===== src/rtl/channel_receive_multi.sv =====
// channel_receive_multi: one CSP receive of a MSG_WORDS-word message from a memory-resident channel.
// Optional build macro RECEIVE_CLEAR_PAYLOAD_EN zeroes the payload words after the header is cleared.
module channel_receive_multi #(
  parameter int unsigned addrBits  = 16,
  parameter int unsigned dataBits  = 16,
  parameter int unsigned MSG_WORDS = 4
) (
  input  logic                clk,
  input  logic                reset,
  input  logic                start,
  input  logic [addrBits-1:0] channel,
  input  logic [addrBits-1:0] rxPid,
  output logic                busy,
  output logic                finished,
  output logic [addrBits-1:0] address,
  output logic                readWriteMode,
  output logic [dataBits-1:0] dataIn,
  input  logic [dataBits-1:0] dataOut,
  output logic                shouldScheduleSender,
  output logic                shouldDescheduleReceiver,
  output logic [addrBits-1:0] scheduleTxPid,
  output logic                wordValid,
  output logic [7:0]          wordIndex,
  output logic [dataBits-1:0] deliveredWord,
  output logic                hasDeliveredMessage
);

  localparam logic [7:0] LAST_K = 8'(MSG_WORDS - 1);

  typedef enum logic [2:0] {
    IDLE, READ_HDR, WAIT_HDR, WRITE_PID, READ_PAY, CLEAR_HDR, CLEAR_PAY, DONE
  } state_t;

  state_t              r_state, w_next;
  logic [addrBits-1:0] r_chan, r_pid, r_txPid;
  logic [7:0]          r_k, r_rdIdx;
  logic                r_rdPend, r_sched, r_desched, r_hasMsg;
  logic [addrBits-1:0] w_payAddr;

  // Payload addresses wrap modulo 2^addrBits.
  assign w_payAddr = r_chan + addrBits'(1) + addrBits'(r_k);

  always_ff @(posedge clk or negedge reset) begin
    if (!reset) begin
      r_state   <= IDLE;
      r_chan    <= '0;
      r_pid     <= '0;
      r_txPid   <= '0;
      r_k       <= '0;
      r_rdIdx   <= '0;
      r_rdPend  <= 1'b0;
      r_sched   <= 1'b0;
      r_desched <= 1'b0;
      r_hasMsg  <= 1'b0;
    end else begin
      r_state  <= w_next;
      // Read data arrives one cycle after the address, so delivery lags issue by one.
      r_rdPend <= (r_state == READ_PAY);
      r_rdIdx  <= (r_state == READ_PAY) ? r_k : '0;
      case (r_state)
        IDLE: begin
          if (start) begin
            r_chan    <= channel;
            r_pid     <= rxPid;
            r_k       <= '0;
            r_txPid   <= '0;
            r_sched   <= 1'b0;
            r_desched <= 1'b0;
            r_hasMsg  <= 1'b0;
          end
        end
        WAIT_HDR: begin
          if (dataOut != '0) r_txPid <= addrBits'(dataOut);
        end
        WRITE_PID: r_desched <= 1'b1;
        READ_PAY:  r_k <= (r_k == LAST_K) ? '0 : r_k + 8'd1;
        CLEAR_HDR: begin
          r_sched  <= 1'b1;
          r_hasMsg <= 1'b1;
        end
        CLEAR_PAY: r_k <= (r_k == LAST_K) ? '0 : r_k + 8'd1;
        default: ;
      endcase
    end
  end

  always_comb begin
    w_next        = r_state;
    address       = '0;
    readWriteMode = 1'b0;
    dataIn        = '0;
    finished      = 1'b0;
    case (r_state)
      IDLE:     if (start) w_next = READ_HDR;
      READ_HDR: begin
        address = r_chan;
        w_next  = WAIT_HDR;
      end
      WAIT_HDR: w_next = (dataOut == '0) ? WRITE_PID : READ_PAY;
      WRITE_PID: begin
        address       = r_chan;
        dataIn        = dataBits'(r_pid);
        readWriteMode = 1'b1;
        w_next        = DONE;
      end
      READ_PAY: begin
        address = w_payAddr;
        if (r_k == LAST_K) w_next = CLEAR_HDR;
      end
      CLEAR_HDR: begin
        address       = r_chan;
        readWriteMode = 1'b1;
`ifdef RECEIVE_CLEAR_PAYLOAD_EN
        w_next        = CLEAR_PAY;
`else
        w_next        = DONE;
`endif
      end
      CLEAR_PAY: begin
        address       = w_payAddr;
        readWriteMode = 1'b1;
        if (r_k == LAST_K) w_next = DONE;
      end
      DONE: begin
        finished = 1'b1;
        w_next   = IDLE;
      end
      default: w_next = IDLE;
    endcase
  end

  assign busy                     = (r_state != IDLE);
  assign wordValid                = r_rdPend;
  assign wordIndex                = r_rdIdx;
  assign deliveredWord            = r_rdPend ? dataOut : '0;
  assign shouldScheduleSender     = r_sched;
  assign shouldDescheduleReceiver = r_desched;
  assign scheduleTxPid            = r_txPid;
  assign hasDeliveredMessage      = r_hasMsg;

endmodule


===== config.mk =====
export PLATFORM = sky130hd
export DESIGN_NAME = channel_receive_multi
export DESIGN_NICKNAME = d
export VERILOG_FILES = /design/src/rtl/channel_receive_multi.sv
export SDC_FILE = /design/constraint.sdc
export NUM_CORES = 1
export LEC_CHECK = 0
export ABC_AREA = 1
export CAP_MARGIN = 20
export CORE_MARGIN = 10
export CORE_UTILIZATION = 31
export DETAILED_ROUTE_END_ITERATION = 8
export GPL_TIMING_DRIVEN = 1
export HOLD_SLACK_MARGIN = 0.03
export SLEW_MARGIN = 20
export SYNTH_ARGS = -nofsm -noshare
export SYNTH_HDL_FRONTEND = slang
export SYNTH_SLANG_ARGS = --single-unit

===== constraint.sdc =====
create_clock -name clk -period 2.4 [get_ports clk]
set_clock_uncertainty 0.1 [all_clocks]
set_input_delay 0.36 -clock clk [delete_from_list [all_inputs] [get_ports clk]]
set_output_delay 0.36 -clock clk [all_outputs]
set_load 0.005 [all_outputs]

==> results of run 1 <==
power by group:
group          switching [W]  internal [W]
sequential          0.000377       0.00165
combinational        0.00186       0.00177
clock               0.000508      0.000882
total                0.00275       0.00430
registers in the layout, indices dropped and copies added (netlist names):
register                  count
hasDeliveredMessage           1
r_chan                       16
r_k                           8
r_pid                        16
r_state                       3
scheduleTxPid                16
shouldDescheduleReceiver      1
wordIndex                     8
wordValid                     1
logic make-up (layout without fill, tap and decap cells):
group	after synthesis	count (layout)	synth area share (%)
xor gates and xnor gates	5	5	1.15
DFF	70	70	45.8
buffers and inverters	111	284	11.7
and+or+nand+nor	259	259	27.7
AOI/OAI and AO/OA	72	72	9.88
adders and majority gates	11	11	3.80
how the worst max path moves through the flow:
stage,endpoint,slack [ns],cells past startpoint
floorplan,address[12],0.32,12
finish,address[4],-0.1,12
global route,address[12],-0.20,13
detailed placement,address[12],-0.24,13
CTS,address[12],-0.15,13
global placement,address[12],-0.19,13
routing by layer:
layer	wire length [µm]	share of wire, %	vias up
met4	250	2.0	0
met2	6090	49	111
met1	5050	41	1830
li1	-	-	1969
met3	1000	8.1	16
met5	0	0	-
what timing repair did:
action,in CTS,in global routing
gates resized for setup,98,35
hold endpoints to repair,3,0
hold buffers,1,0
setup buffers,5,9
pin swaps,21,27
endpoints found under the setup margin,16,16
critical path, stage by stage, from the launching register on:
cell and delay, ns:
dfrtp_1 0.39, inv_2 0.08, ha_4 0.13, fa_2 0.20, inv_2 0.05, nand3_2 0.06
nand3_2 0.07, buf_4 0.14, buf_4 0.13, or2_4 0.22, nand3_2 0.06, nand2_1 0.05
buf_2 0.12
cells in the final DEF, fill, tap and decap left out, drive strengths merged:
cell type,Yosys,routed
a21o,1,1
a21oi,9,9
buf,6,56
bufinv,0,1
clkbuf,9,14
clkdlybuf4s50,0,112
clkinv,1,3
clkinvlp,0,1
dfrtp,70,70
dlygate4sd2,0,2
dlygate4sd3,0,1
fa,1,1
ha,10,10
inv,95,94
nand2,172,172
nand3,31,31
nand3b,1,1
nand4,7,7
nor2,40,40
nor3,6,6
o21ai,54,54
o22ai,7,7
o31ai,1,1
or2,2,2
xnor2,1,1
xor2,4,4
per-stage QoR:
stage | utilization, % | setup TNS [ns]
after global routing | 50.8 | -1.45
final | 50.8 | -0.448
after CTS | 49.7 | -0.531
after floorplan | - | 0
after detailed placement | 45.5 | -1.53
after global placement | 45.5 | -1.15
area by class of cell:
| type | instances | area share [%] |
|---|---|---|
| multi-input cells | 347 | 31.1 |
| flip-flops and latches | 70 | 28.7 |
| well taps | 168 | 3.43 |
| clock inverters | 3 | 0.694 |
| clock buffers | 12 | 4.35 |
| repair buffers | 173 | 25.8 |
| inverters | 96 | 5.96 |
==> out/metrics.cfg, run 1 <==
[clocking]
cts.sinks=70
h-tree-depth=3
numCtsBuffers=9
clock_path_buffers=2
clock_latency_ns=0.33
clk_pin_slew_ns=0.06
cts_tree=done
clockRootBuffer=clkbuf_16

[drt]
first_iter_violations=296
routedWlPerCell_um=14.3
drtPass1Iterations=4
dr_total_vias=3926
drtAntennaViolNets=0
drc=0
via_per_inst=4.52
routed_wl_um=12400

[grt]
grt_max_degree=68
grt_usage_pct=14.4
use_met3_pct=5.31
grt_pass1_vias=4077
gr-usage-met1_pct=16.5
antenna_found_initial=0
grt_busiest_layer=met2
grt.overflow.total=0
grt_pass1_wl_um=19600
grtUsageMet2_pct=23.4

[yosys]
syn_nets=590
ys_ff_latch=70
synth-edff-count=0
yosys-top-cells-count=172 x nand2_1, 89 x inv_1, 70 x dfrtp_1
ys_warn_count=0
synth_area_leader_cell=dfrtp_1
synth_ff_type=dfrtp_1
synthCells=528
synth_top_area_share_pct=45.8
avgSynthCellArea_um2=7.24
synth_area_um2=3820
yosysMostFrequentCell=nand2_1
yosysSeqAreaShare_pct=45.8
ys_types=27
synthArstFlopShare_pct=100
synthTopCellsByArea=dfrtp_1 46%, nand2_1 17%, inv_1 8.7%, o21ai_0 4.3%, nand3_1 4.1%

[critical_path]
crit_required_ns=1.94
start_kind=flop
worstSetupPathType=flop to output pin
r2r_cells=8
r2r-start=r_state[1]
ff2ff_setup_slack_ns=0.66
startpoint=r_k[0]
cp-end-kind=output pin
path_max_fanout=2
crit_arrival_ns=2.04
r2r_end=r_k[0]

[timing]
hold-worst-slack_ns=0.275
hold_viol_final=0
rsz0062_at_grt=true
tightest_slew_ns=0.653
fmax_mhz=401
layout_setup_ws_ns=-0.0968
relSlewSlack_pct=56.5
min_period_ns=2.50
timing.final.crit_share_pct=104
setup_viol=8
drv_slew=0

[floorplanning]
core-area_um2=12100
die_area_um2=17200
fp-row-count=40
die_width_um=131
die-height_um=131
start_util_pct=31.7
io_pins=130

[power]
power_w=0.00705
ir_worst_vdd_mv=0.490
pwr_density_cell_nw_per_um2=1150
p_leak_nw=3.05

[place]
dpl_cell_area_um2=5480
dp_hpwl_um=8890
dp_cells=841
gp_routability_congestion=0.881
pre_cts_ws_ns=-0.239
port_buffers=129

[final_layout]
regArea_um2=1760
drive_above_1_share_pct=19.8
n_antenna_cell=0
fin_nets=759
finalNonFillerCells=869
area_growth_pct=60.2
multi_input_area_um2=1910
fillCellCount=1144
stdcell_area_um2=6130

[job]
cap_violations=0

[status]
violations=setup timing
status=complete, but fails checks

[min_path]
min_path_type=input pin to async pin

No activity file was read; power rests on OpenSTA's default activity.
==> run 2: changes to the inputs <==
--- a/config.mk
+++ b/config.mk
@@ -5,7 +5,6 @@
 export SDC_FILE = /design/constraint.sdc
 export NUM_CORES = 1
 export LEC_CHECK = 0
-export ABC_AREA = 1
 export CAP_MARGIN = 20
 export CORE_MARGIN = 10
 export CORE_UTILIZATION = 31
==> run 2 against run 1 <==
The flow still finishes with violations (setup timing); clock-buffer cell count fell by 1; total power rose by 7.9%; utilization rose by 3.6 points; via count fell by 12%; die area fell by 4.4%; clock power rose by 5%; non-clock buffer count rose by 33; critical endpoint is now address[10]; largest power group unchanged.
==> out/metrics.cfg, run 2 <==
[drt]
drtAntennaViolNets=0
drtPass1Iterations=5
dr_total_vias=3459
via_per_inst=4.99
routedWlPerCell_um=17.5
drc=0
first_iter_violations=196
routed_wl_um=12100

[grt]
grt_usage_pct=14.4
antenna_found_initial=1
grt.overflow.total=0
grt_pass1_vias=3535
grt_max_degree=33
grt_pass1_wl_um=19100

[yosys]
ys_warn_count=0
synthTopCellsByArea=dfrtp_1 48%, mux2_2 9.3%, and2_1 5.7%, a22o_1 4.1%, o21ai_0 3.6%
ys_types=44
synth_area_leader_cell=dfrtp_1
yosys-top-cells-count=70 x dfrtp_1, 33 x and2_1, 30 x mux2_2
avgSynthCellArea_um2=10.6
yosysSeqAreaShare_pct=48.3
synth_top_area_share_pct=48.3
synth_area_um2=3620
synth-edff-count=0
ys_ff_latch=70
yosysMostFrequentCell=dfrtp_1
synth_ff_type=dfrtp_1
synthArstFlopShare_pct=100
synthCells=343
syn_nets=405

[clocking]
numCtsBuffers=9
clock_path_buffers=2
cts.sinks=70
h-tree-depth=3
clockRootBuffer=clkbuf_16
cts_tree=done
clock_latency_ns=0.33
clk_pin_slew_ns=0.06

[critical_path]
crit_required_ns=1.94
worstSetupPathType=flop to output pin
cp-end-kind=output pin
path_max_fanout=3
crit_arrival_ns=2.40
start_kind=flop

[status]
status=complete, but fails checks
violations=setup timing

[timing]
relSlewSlack_pct=70.9
tightest_slew_ns=0.435
fmax_mhz=350
drv_slew=0
rsz0062_at_grt=true
setup_viol=11
timing.final.crit_share_pct=119
fin_setup_tns_ns=-3.84
hold-worst-slack_ns=0.331
hold_viol_final=0
min_period_ns=2.86
layout_setup_ws_ns=-0.456

[power]
p_leak_nw=3.00
ir_worst_vdd_mv=0.570
pwr_density_cell_nw_per_um2=1220

[job]
cap_violations=0

[floorplanning]
die_area_um2=16400
core-area_um2=11400
die_width_um=128
start_util_pct=31.7
io_pins=130
die-height_um=128
fp-row-count=39

[place]
gp_routability_congestion=0.840
port_buffers=129
dp_hpwl_um=8620

[min_path]
min_path_type=input pin to async pin

[final_layout]
area_growth_pct=71.5
fin_util_pct=54.4
drive_above_1_share_pct=33.0
final_cell_mix=99 x clkdlybuf4s50_1, 69 x dfrtp_1, 62 x buf_4
final_common_cell=clkdlybuf4s50_1
fin_nets=606

## run 2: logic make-up (layout without fill, tap and decap cells)
kind of cell | Yosys count | in the layout | synth area share (%)
flip-flops | 70 | 70 | 48.3
AO/OA/AOI/OAI | 85 | 85 | 16.1
XOR/XNOR | 8 | 8 | 1.93
multiplexers | 30 | 30 | 9.32
other | 0 | 1 | 0
adder cells (fa/ha/maj) | 11 | 11 | 4.01
AND/OR/NAND/NOR | 115 | 115 | 17.2
buffers and inverters | 24 | 230 | 3.07
## run 2: final timing paths
| path | startpoint | to | slack (ns) | depth (start not counted) |
|---|---|---|---|---|
| max | r_k[0] | address[10] | -0.46 | 11 |
| min | reset | r_pid[6] | 0.33 | 2 |
| max reg2reg | r_k[0] | r_k[5] | 0.09 | 9 |
| min reg2reg | r_pid[11] | r_pid[11] | 0.40 | 1 |
| max in group asynchronous | reset | r_state[2] | 1.14 | 3 |
| min in group clk | r_pid[11] | r_pid[11] | 0.40 | 1 |
## run 2: final cells by class
class,instances,area [µm²]
diodes,1,2.50
well taps,143,179
fillers,1049,5200
inverters,8,30.0
multi-input cells,249,2000
clock inverters,5,81.3
clock buffers,11,243
flip-flops and latches,70,1750
repair buffers,206,1920
## run 2: report_power, final
part	internal (W)	switching, W	leakage (nW)
clock	0.000941	0.000515	0.156
combinational	0.00232	0.00182	1.96
sequential	0.00165	0.000353	0.881
total	0.00492	0.00269	3.00
## run 2: per-stage QoR
step / power [W] / area (µm²) / worst slack, ns / std cells
finish: 0.00760 / 6210 / -0.456 / 693
detailed placement: 0.00565 / 5390 / -0.570 / 642
global route: 0.00814 / 6210 / -0.567 / 693
floorplan: 0.00362 / 3630 / 0.00292 / 343
global placement: 0.00558 / 5390 / -0.529 / 642
CTS: 0.00725 / 5920 / -0.530 / 670
## run 2: worst max-delay path, cell delays in order, from the launching register on
cell and delay (ns):
dfrtp_1 0.37, inv_2 0.06, ha_4 0.15, fa_2 0.35, nand2b_4 0.16, a21oi_4 0.12
o32a_1 0.24, buf_4 0.15, buf_6 0.08, nand3_2 0.05, o31ai_2 0.18, buf_2 0.15
## run 2: metal layers
layer  GRT usage [%]  wire length, µm
met5               0                0
met4            3.91              101
met3            5.09              773
met2            24.8             6320
met1            16.6             4940
## run 2: what timing repair did
action | 4_1_cts | 5_1_grt
hold endpoints to repair | 10 | 0
pin swaps | 23 | 25
gates resized for setup | 89 | 47
buffers inserted | 11 | 22
gates cloned | 1 | 1
hold buffers | 1 | 0
setup endpoints to repair | 26 | 33
==> run 3: changes to the inputs <==
--- a/config.mk
+++ b/config.mk
@@ -8,6 +8,7 @@
 export CAP_MARGIN = 20
 export CORE_MARGIN = 10
 export CORE_UTILIZATION = 31
+export CTS_BUF_LIST = sky130_fd_sc_hd__clkbuf_8
 export DETAILED_ROUTE_END_ITERATION = 8
 export GPL_TIMING_DRIVEN = 1
 export HOLD_SLACK_MARGIN = 0.03
==> run 3 against run 2 <==
The run still ends with setup timing left; critical path type unchanged; combinational power is 1% lower; register-to-register slack better by 0.09 ns; sequential power hardly changed; highest routed layer unchanged; critical endpoint unchanged; worst setup slack lost 0.053 ns; utilization fell by 0.77 points; largest power group unchanged.
==> out/metrics.cfg, run 3 (synthesis gave the netlist of run 2 again) <==
[status]
status=complete, but fails checks
violations=setup timing

[power]
p_sw_w=0.00262
p_int_w=0.00453
pwr-share-seq_pct=27.8
pwr_density_cell_nw_per_um2=1170
combPwrFrac_pct=57.1
ir_worst_vdd_mv=0.514
pwr-share-clk_pct=15.1
p_leak_nw=3.01
switching_share_pct=36.7

[floorplanning]
start_util_pct=31.7
die_area_um2=16400
io_pins=130
fp-row-count=39
die_width_um=128
die-height_um=128
core-area_um2=11400

[grt]
grt.overflow.total=0
grt_pass1_vias=3591
antenna_found_initial=1
grt_max_degree=33
grt_usage_pct=14.5
grt_pass1_wl_um=19200

[clocking]
cts.sinks=70
clk_pin_slew_ns=0.08
clock_latency_ns=0.34
h-tree-depth=3
clockRootBuffer=clkbuf_8
numCtsBuffers=9
cts_tree=done
clock_path_buffers=2

[critical_path]
r2r-start=r_k[1]
ff2ff_setup_slack_ns=0.18
crit_arrival_ns=2.45
r2r_cells=7
critPathSlowestCell=dfrtp_1
critPathTopFamily=compound AO/OA/AOI/OAI gates
path_max_fanout=3
crit_required_ns=1.94
cp_cell_sequence=inv_2, ha_4, fa_2, nand2b_4, a21oi_4, o32a_1, buf_4, buf_6, nand3_2, o31ai_2, buf_2
cp-end-kind=output pin
cpPeakStageDelay_ns=0.36
start_kind=flop
path_buf_inv=4
r2r_end=r_k[0]
worstSetupPathType=flop to output pin

[timing]
relSlewSlack_pct=71.3
layout_setup_ws_ns=-0.509
fin_setup_tns_ns=-4.94
setup_viol=13
timing.final.crit_share_pct=121
hold_viol_final=0
tightest_slew_ns=0.430
rsz0062_at_grt=true
fmax_mhz=344
min_period_ns=2.91
drv_slew=0
hold-worst-slack_ns=0.311

[drt]
drtPass1Iterations=4
first_iter_violations=188
routedWlPerCell_um=17.4
via_per_inst=4.95
drtAntennaViolNets=0
drc=0
routed_wl_um=12100
dr_total_vias=3448

[place]
gp_routability_congestion=0.840
dpl_cell_area_um2=5390
port_buffers=129
dp_hpwl_um=8620
pre_cts_ws_ns=-0.570
dp_cells=642

[min_path]
min_path_type=input pin to async pin

[final_layout]
area_growth_pct=69.1
final_common_cell=clkdlybuf4s50_1
regArea_um2=1750
finalNonFillerCells=696
fin_nets=609
final_cell_mix=96 x clkdlybuf4s50_1, 70 x dfrtp_1, 63 x buf_4
fillCellCount=1067
drive_above_1_share_pct=33.3
multi_input_area_um2=1990
stdcell_area_um2=6130

[job]
cap_violations=0

-- run 3: final cells by class --
cell class	instances	share of cell area (%)
clock inverter	6	1.39
clock buffer	10	2.25
tap	143	2.92
sequential	70	28.6
antenna	1	0.0408
multi-input combinational	249	32.5
inverter	8	0.490
timing repair buffer	209	31.9
-- run 3: metrics by stage --
stage,util (%),total power (W)
2_1_floorplan,-,0.00362
3_3_place_gp,47.2,0.00558
3_5_place_dp,47.2,0.00565
4_1_cts,51.5,0.00694
5_1_grt,53.6,0.00768
6_report,53.6,0.00715
-- run 3: per-layer routing --
| metal | track usage (%) | routed length [µm] | part of all wire, % |
|---|---|---|---|
| met1 | 16.3 | 4880 | 40 |
| met5 | 0 | 0 | 0 |
| met4 | 4.17 | 121 | 1.0 |
| met3 | 4.96 | 781 | 6.4 |
| met2 | 25.3 | 6350 | 52 |
-- run 3: timing repair --
| item | in CTS | in global routing |
|---|---|---|
| hold endpoints to repair | 10 | 0 |
| pin swaps | 27 | 26 |
| endpoints found under the setup margin | 33 | 31 |
| gates cloned | 1 | 1 |
| setup buffers | 18 | 19 |
| hold buffers | 1 | 0 |
| gates resized for setup | 106 | 38 |
-- run 3: power groups by stage --
stage	combinational [W]	sequential, W	clock, W
final	0.00408	0.00199	0.00108
after global routing	0.00446	0.00206	0.00116
after floorplan	0.00168	0.00194	0
after global placement	0.00361	0.00197	0
after CTS	0.00385	0.00198	0.00111
after detailed placement	0.00366	0.00199	0
-- run 3: worst max-delay path by stage --
stage | start | to | slack [ns] | depth (start not counted)
after floorplan | r_k[0] | address[10] | 0.003 | 9
after global placement | r_chan[0] | address[12] | -0.53 | 9
after detailed placement | r_k[0] | address[14] | -0.57 | 9
after CTS | r_k[0] | address[10] | -0.56 | 11
after global routing | r_chan[0] | address[14] | -0.62 | 11
final | r_chan[0] | address[10] | -0.51 | 11
